$ cat config.mk
export PLATFORM = sky130hd
export DESIGN_NAME = fxp_addmul_pipe
export DESIGN_NICKNAME = d
export VERILOG_FILES = /design/src/rtl/fxp_addmul_pipe.sv
export SDC_FILE = /design/constraint.sdc
export NUM_CORES = 1
export LEC_CHECK = 0
export ABC_AREA = 1
export CAP_MARGIN = 5
export CORE_MARGIN = 5
export CORE_UTILIZATION = 58
export DETAILED_ROUTE_END_ITERATION = 10
export PLACE_DENSITY_LB_ADDON = 0.12
export RECOVER_POWER = 50
export SYNTH_ARGS = -nofsm -noshare
export SYNTH_HDL_FRONTEND = slang
export SYNTH_SLANG_ARGS = --single-unit
$ cat constraint.sdc
create_clock -name clk -period 4.99 [get_ports clk]
set_input_delay 0.998 -clock clk [delete_from_list [all_inputs] [get_ports clk]]
set_output_delay 0.998 -clock clk [all_outputs]
set_load 0.05 [all_outputs]
$ cat src/rtl/fxp_addmul_pipe.sv
// Pipelined signed fixed-point Y = (A +/- B) * C with valid tracking and clock-enable stall.
// Define FXP_ADDMUL_SAT_EN to add a third stage producing a rounded, saturated y_sat and ovf.
module fxp_addmul_pipe #(
    parameter int unsigned WIDTH = 8,
    parameter int unsigned FRAC  = 6
) (
    input  logic                    clk,
    input  logic                    rst,
    input  logic                    ce,
    input  logic                    in_valid,
    input  logic                    sub,
    input  logic signed [WIDTH-1:0] a,
    input  logic signed [WIDTH-1:0] b,
    input  logic signed [WIDTH-1:0] c,
    output logic signed [WIDTH:0]   sum_res,
    output logic                    out_valid,
`ifdef FXP_ADDMUL_SAT_EN
    output logic signed [2*WIDTH:0] y,
    output logic signed [WIDTH-1:0] y_sat,
    output logic                    ovf
`else
    output logic signed [2*WIDTH:0] y
`endif
);

    localparam int unsigned PW = 2 * WIDTH + 1;

    logic signed [WIDTH:0]   a_ext, b_ext, sum_d, sum_q;
    logic signed [WIDTH-1:0] c_q;
    logic                    v1_q, v2_q;
    logic signed [PW-1:0]    sum_wide, c_wide, prod_d, prod_q;

    always_comb begin
        a_ext = {a[WIDTH-1], a};
        b_ext = {b[WIDTH-1], b};
        sum_d = sub ? (a_ext - b_ext) : (a_ext + b_ext);
    end

    // Operands widened to the product width so the multiply is exact.
    always_comb begin
        sum_wide = {{(PW-WIDTH-1){sum_q[WIDTH]}}, sum_q};
        c_wide   = {{(PW-WIDTH){c_q[WIDTH-1]}}, c_q};
        prod_d   = sum_wide * c_wide;
    end

    always_ff @(posedge clk or posedge rst) begin
        if (rst) begin
            sum_q  <= '0;
            c_q    <= '0;
            v1_q   <= 1'b0;
            prod_q <= '0;
            v2_q   <= 1'b0;
        end else if (ce) begin
            sum_q  <= sum_d;
            c_q    <= c;
            v1_q   <= in_valid;
            prod_q <= prod_d;
            v2_q   <= v1_q;
        end
    end

    assign sum_res = sum_q;

`ifdef FXP_ADDMUL_SAT_EN
    localparam logic signed [PW:0] SAT_MAX = (PW+1)'((1 << (WIDTH - 1)) - 1);
    localparam logic signed [PW:0] SAT_MIN = ~SAT_MAX;
    localparam logic signed [PW:0] RND_BIAS = (PW+1)'(1 << (FRAC - 1));

    logic signed [PW:0]      rnd, r;
    logic signed [WIDTH-1:0] sat_d, sat_q;
    logic                    ovf_d, ovf_q, v3_q;
    logic signed [PW-1:0]    y3_q;

    // One extra bit keeps the rounding bias from overflowing at the positive extreme.
    always_comb begin
        rnd   = {prod_q[PW-1], prod_q} + RND_BIAS;
        r     = rnd >>> FRAC;
        sat_d = r[WIDTH-1:0];
        ovf_d = 1'b0;
        if (r > SAT_MAX) begin
            sat_d = SAT_MAX[WIDTH-1:0];
            ovf_d = 1'b1;
        end else if (r < SAT_MIN) begin
            sat_d = SAT_MIN[WIDTH-1:0];
            ovf_d = 1'b1;
        end
    end

    always_ff @(posedge clk or posedge rst) begin
        if (rst) begin
            sat_q <= '0;
            ovf_q <= 1'b0;
            y3_q  <= '0;
            v3_q  <= 1'b0;
        end else if (ce) begin
            sat_q <= sat_d;
            ovf_q <= ovf_d;
            y3_q  <= prod_q;
            v3_q  <= v2_q;
        end
    end

    assign y         = y3_q;
    assign y_sat     = sat_q;
    assign ovf       = ovf_q;
    assign out_valid = v3_q;
`else
    assign y         = prod_q;
    assign out_valid = v2_q;
`endif

endmodule

==> results.txt <==
Port bufs = 55
Critical path class = register to register
Maximum clock skew at final layout = 0.0208 ns
Final Routed Wirelength = 11.4 mm
Clock latency on the worst-skew pair = 0.30 ns
X dimension of the die = 102 um
Worst hold slack = 0.483 ns
Slew @ Worst Pin = 1.99 ns
Worst path max stage delay = 0.55 ns
Number of detailed-route iterations in the first pass = 4
Post-cts sizing count = 0
Critical Path RT = 5.16 ns
Detailed-placement wirelength estimate = 9.36 mm
Placeable core area = 8180 um2
Wire length of the first global-routing pass = 19.8 mm
WP data arrival = 4.70 ns
Number of failing setup endpoints in the final timing report = 0
Worst Hold Launch = y[4]
Final period demand of the worst path = 4.53 ns
DR vias = 4115
Worst vdd rail ir drop = 0.578 mV
Crit path launch type = register
Crit end category = register
Number of synthesized register bits = 36
CP max FO = 10
Leading cell type in the layout, fill and taps excluded = sky130_fd_sc_hd__nand2_1
Detailed-route wire length on metal 1 = 4.87 mm
Clock transition time at the flip-flop clock pins of the worst setup and hold paths = 0.09 ns
DRC errors left = 0
Net count, final = 841
TritonCTS clock tree = built
Fin Setup TNS = 0 ns
DR iter-0 viols = 187
Post-Syn Area per Cell = 7.31 um2
Setup repair after global routing missed its margin = no
Async set-or-reset flop fraction in the synthesized netlist = 1.00
Inserted Diodes = 0
Sum of overflow across all layers after global routing = 0
Maximum number of pins on one net before global-route repair = 42
Total GRT Usage = 0.242
Final period util = 0.908
Number of buffers inserted by post-CTS setup repair = 0
Via density = 5.04
Achievable Freq = 221 MHz
Fillers = 710
Number of buffers created by CTS = 5
Chip Height = 102 um
Cell with the largest stage delay on the worst path = sky130_fd_sc_hd__fa_1
Initial antenna violation count = 0
Worst reg2reg path startpoint = sum_res[0]
Top Ports = 56
Floorplan row count = 33
Status = finished with violations
Area of the die = 10300 um2
Number of synthesized flops with an enable pin = 0
Most used flip-flop cell after synthesis = sky130_fd_sc_hd__dfrtp_1
Wirelength per Cell = 14.0 um
Failing checks = capacitance limit, slew limit
H-tree Lvls = 2
Top library cells by usage in the layout, fill and taps aside = sky130_fd_sc_hd__nand2_1, sky130_fd_sc_hd__inv_1, sky130_fd_sc_hd__fa_1, sky130_fd_sc_hd__clkdlybuf4s50_1, sky130_fd_sc_hd__ha_1
Number of clock sinks seen by CTS = 36
Relative max-transition margin = -0.324
Mapped cell area = 4860 um2
Root buffer selected by CTS = sky130_fd_sc_hd__clkbuf_8
Syn-to-layout area delta = 14.8%
Number of buffers inserted for hold repair after clock tree synthesis = 0
Crit path top cell by count = sky130_fd_sc_hd__fa_1
Type of the tightest min-delay check = register to register
Met3 routed wirelength = 493 um
Post-synthesis cell count = 665
Met2 wire len = 5.81 mm
Critical Path Source = sum_res[0]
Via count of the first global-routing pass = 4294
Max-capacitance violation count = 2
Final antenna-violating net count = 0
Pins over their slew limit = 69
Static leakage = 0.00324 uW
Initial core utilization = 0.594
Fraction of final layout cells sized beyond drive strength 1 = 0.0281
Max clock buf depth = 2
Count of unique library cells instantiated by Yosys = 29
Number of hold-slack violations in the final timing report = 0
Cell chain of the critical path = or2_2 > fa_1 > fa_1 > inv_1 > fa_1 > inv_1 > fa_1 > inv_1 > ha_1 > a21oi_2 > and2_2 > nor2_1 > nor2_1 > nand3_1 > nand3_1 > nand2_1
Last weighted congestion value of the routability-driven placer = 0.911
Post-Syn Nets = 796
Sequential-to-total area share from yosys stat = 0.185
Highest metal layer used by the detailed router = met4
Synthesis Warnings = 0
Cell Pwr Density = 709 nW/um2
[per-stage QoR]
| step | setup WS [ns] | cells | total power (uW) | utilization | area, um2 |
|---|---|---|---|---|---|
| 3_3_place_gp | 0.615 | 808 | 3690 | 0.672 | 5490 |
| 2_1_floorplan | 0.495 | 665 | 2960 | - | 4860 |
| 6_report | 0.461 | 816 | 3950 | 0.682 | 5580 |
| 5_1_grt | 0.157 | 816 | 4440 | 0.682 | 5580 |
| 4_1_cts | 0.529 | 816 | 3990 | 0.683 | 5590 |
| 3_5_place_dp | 0.567 | 808 | 3760 | 0.672 | 5490 |
[cell families (layout without fill, tap and decap cells)]
kind of cell | count (synthesis) | in the layout | synth area share
AND/OR/NAND/NOR | 270 | 270 | 0.223
buffers and inverters | 196 | 242 | 0.153
adder cells (fa/ha/maj) | 102 | 102 | 0.358
AO/OA/AOI/OAI | 49 | 49 | 0.0584
flip-flops | 36 | 36 | 0.185
XOR/XNOR | 12 | 12 | 0.0216
[registers in the layout, summed over array words and instances, names as in the netlist]
| name | cells |
|---|---|
| y | 17 |
| sum_res | 9 |
| c_q | 8 |
| out_valid | 1 |
| v1_q | 1 |
[cell type report]
| cell class | instances | area (um2) | share of cell area |
|---|---|---|---|
| inverter | 172 | 646 | 0.116 |
| clock inverter | 3 | 23.8 | 0.00426 |
| clock buffer | 5 | 68.8 | 0.0123 |
| sequential | 36 | 901 | 0.161 |
| tap | 105 | 131 | 0.0235 |
| timing repair buffer | 62 | 596 | 0.107 |
| multi-input combinational | 433 | 3210 | 0.576 |
[worst paths after layout]
path | to | slack (ns) | depth (start not counted)
max | y[16] | 0.46 | 16
min | y[4] | 0.48 | 2
max reg2reg | y[16] | 0.46 | 16
min reg2reg | y[4] | 0.48 | 2
max in group asynchronous | y[15] | 1.98 | 3
min in group asynchronous | y[7] | 1.86 | 3
[worst max-delay path: cells and delay by family, from the launching register on]
family	cells	cell delay [ns]
and+or+nand+nor	7	1.03
AOI/OAI and AO/OA	1	0.21
DFF	1	0.50
adders and majority gates	5	2.50
buffers and inverters	3	0.16
[power breakdown]
part,switching [uW],internal [uW]
clock network,118,99.0
registers,108,388
logic,2020,1220
total,2240,1710
[cell usage after synthesis, types with 2 or more instances]
cell type | n | area share
sky130_fd_sc_hd__nand3b_1 | 3 | 0.0046
sky130_fd_sc_hd__dfrtp_1 | 36 | 0.19
sky130_fd_sc_hd__a31oi_1 | 4 | 0.0051
sky130_fd_sc_hd__a21oi_1 | 12 | 0.012
sky130_fd_sc_hd__o21bai_1 | 2 | 0.0031
sky130_fd_sc_hd__clkbuf_1 | 23 | 0.018
sky130_fd_sc_hd__o21ai_0 | 17 | 0.018
sky130_fd_sc_hd__nor2_1 | 30 | 0.023
sky130_fd_sc_hd__nand4_1 | 5 | 0.0064
sky130_fd_sc_hd__xor2_1 | 5 | 0.0090
sky130_fd_sc_hd__fa_1 | 62 | 0.26
sky130_fd_sc_hd__o21ai_1 | 4 | 0.0041
sky130_fd_sc_hd__a21o_1 | 3 | 0.0046
sky130_fd_sc_hd__nand3_1 | 27 | 0.028
sky130_fd_sc_hd__o21ai_2 | 3 | 0.0054
sky130_fd_sc_hd__ha_1 | 40 | 0.10
sky130_fd_sc_hd__xnor2_1 | 7 | 0.013
sky130_fd_sc_hd__nand2_1 | 201 | 0.16
sky130_fd_sc_hd__inv_1 | 171 | 0.13
[routing by layer]
| metal | global-route usage | up-vias |
|---|---|---|
| met5 | 0 | - |
| met4 | 0.0573 | 0 |
| met3 | 0.0365 | 22 |
| met2 | 0.431 | 96 |
| met1 | 0.311 | 1955 |
| li1 | - | 2042 |
Note: power is estimated with default switching activity, not from simulation.
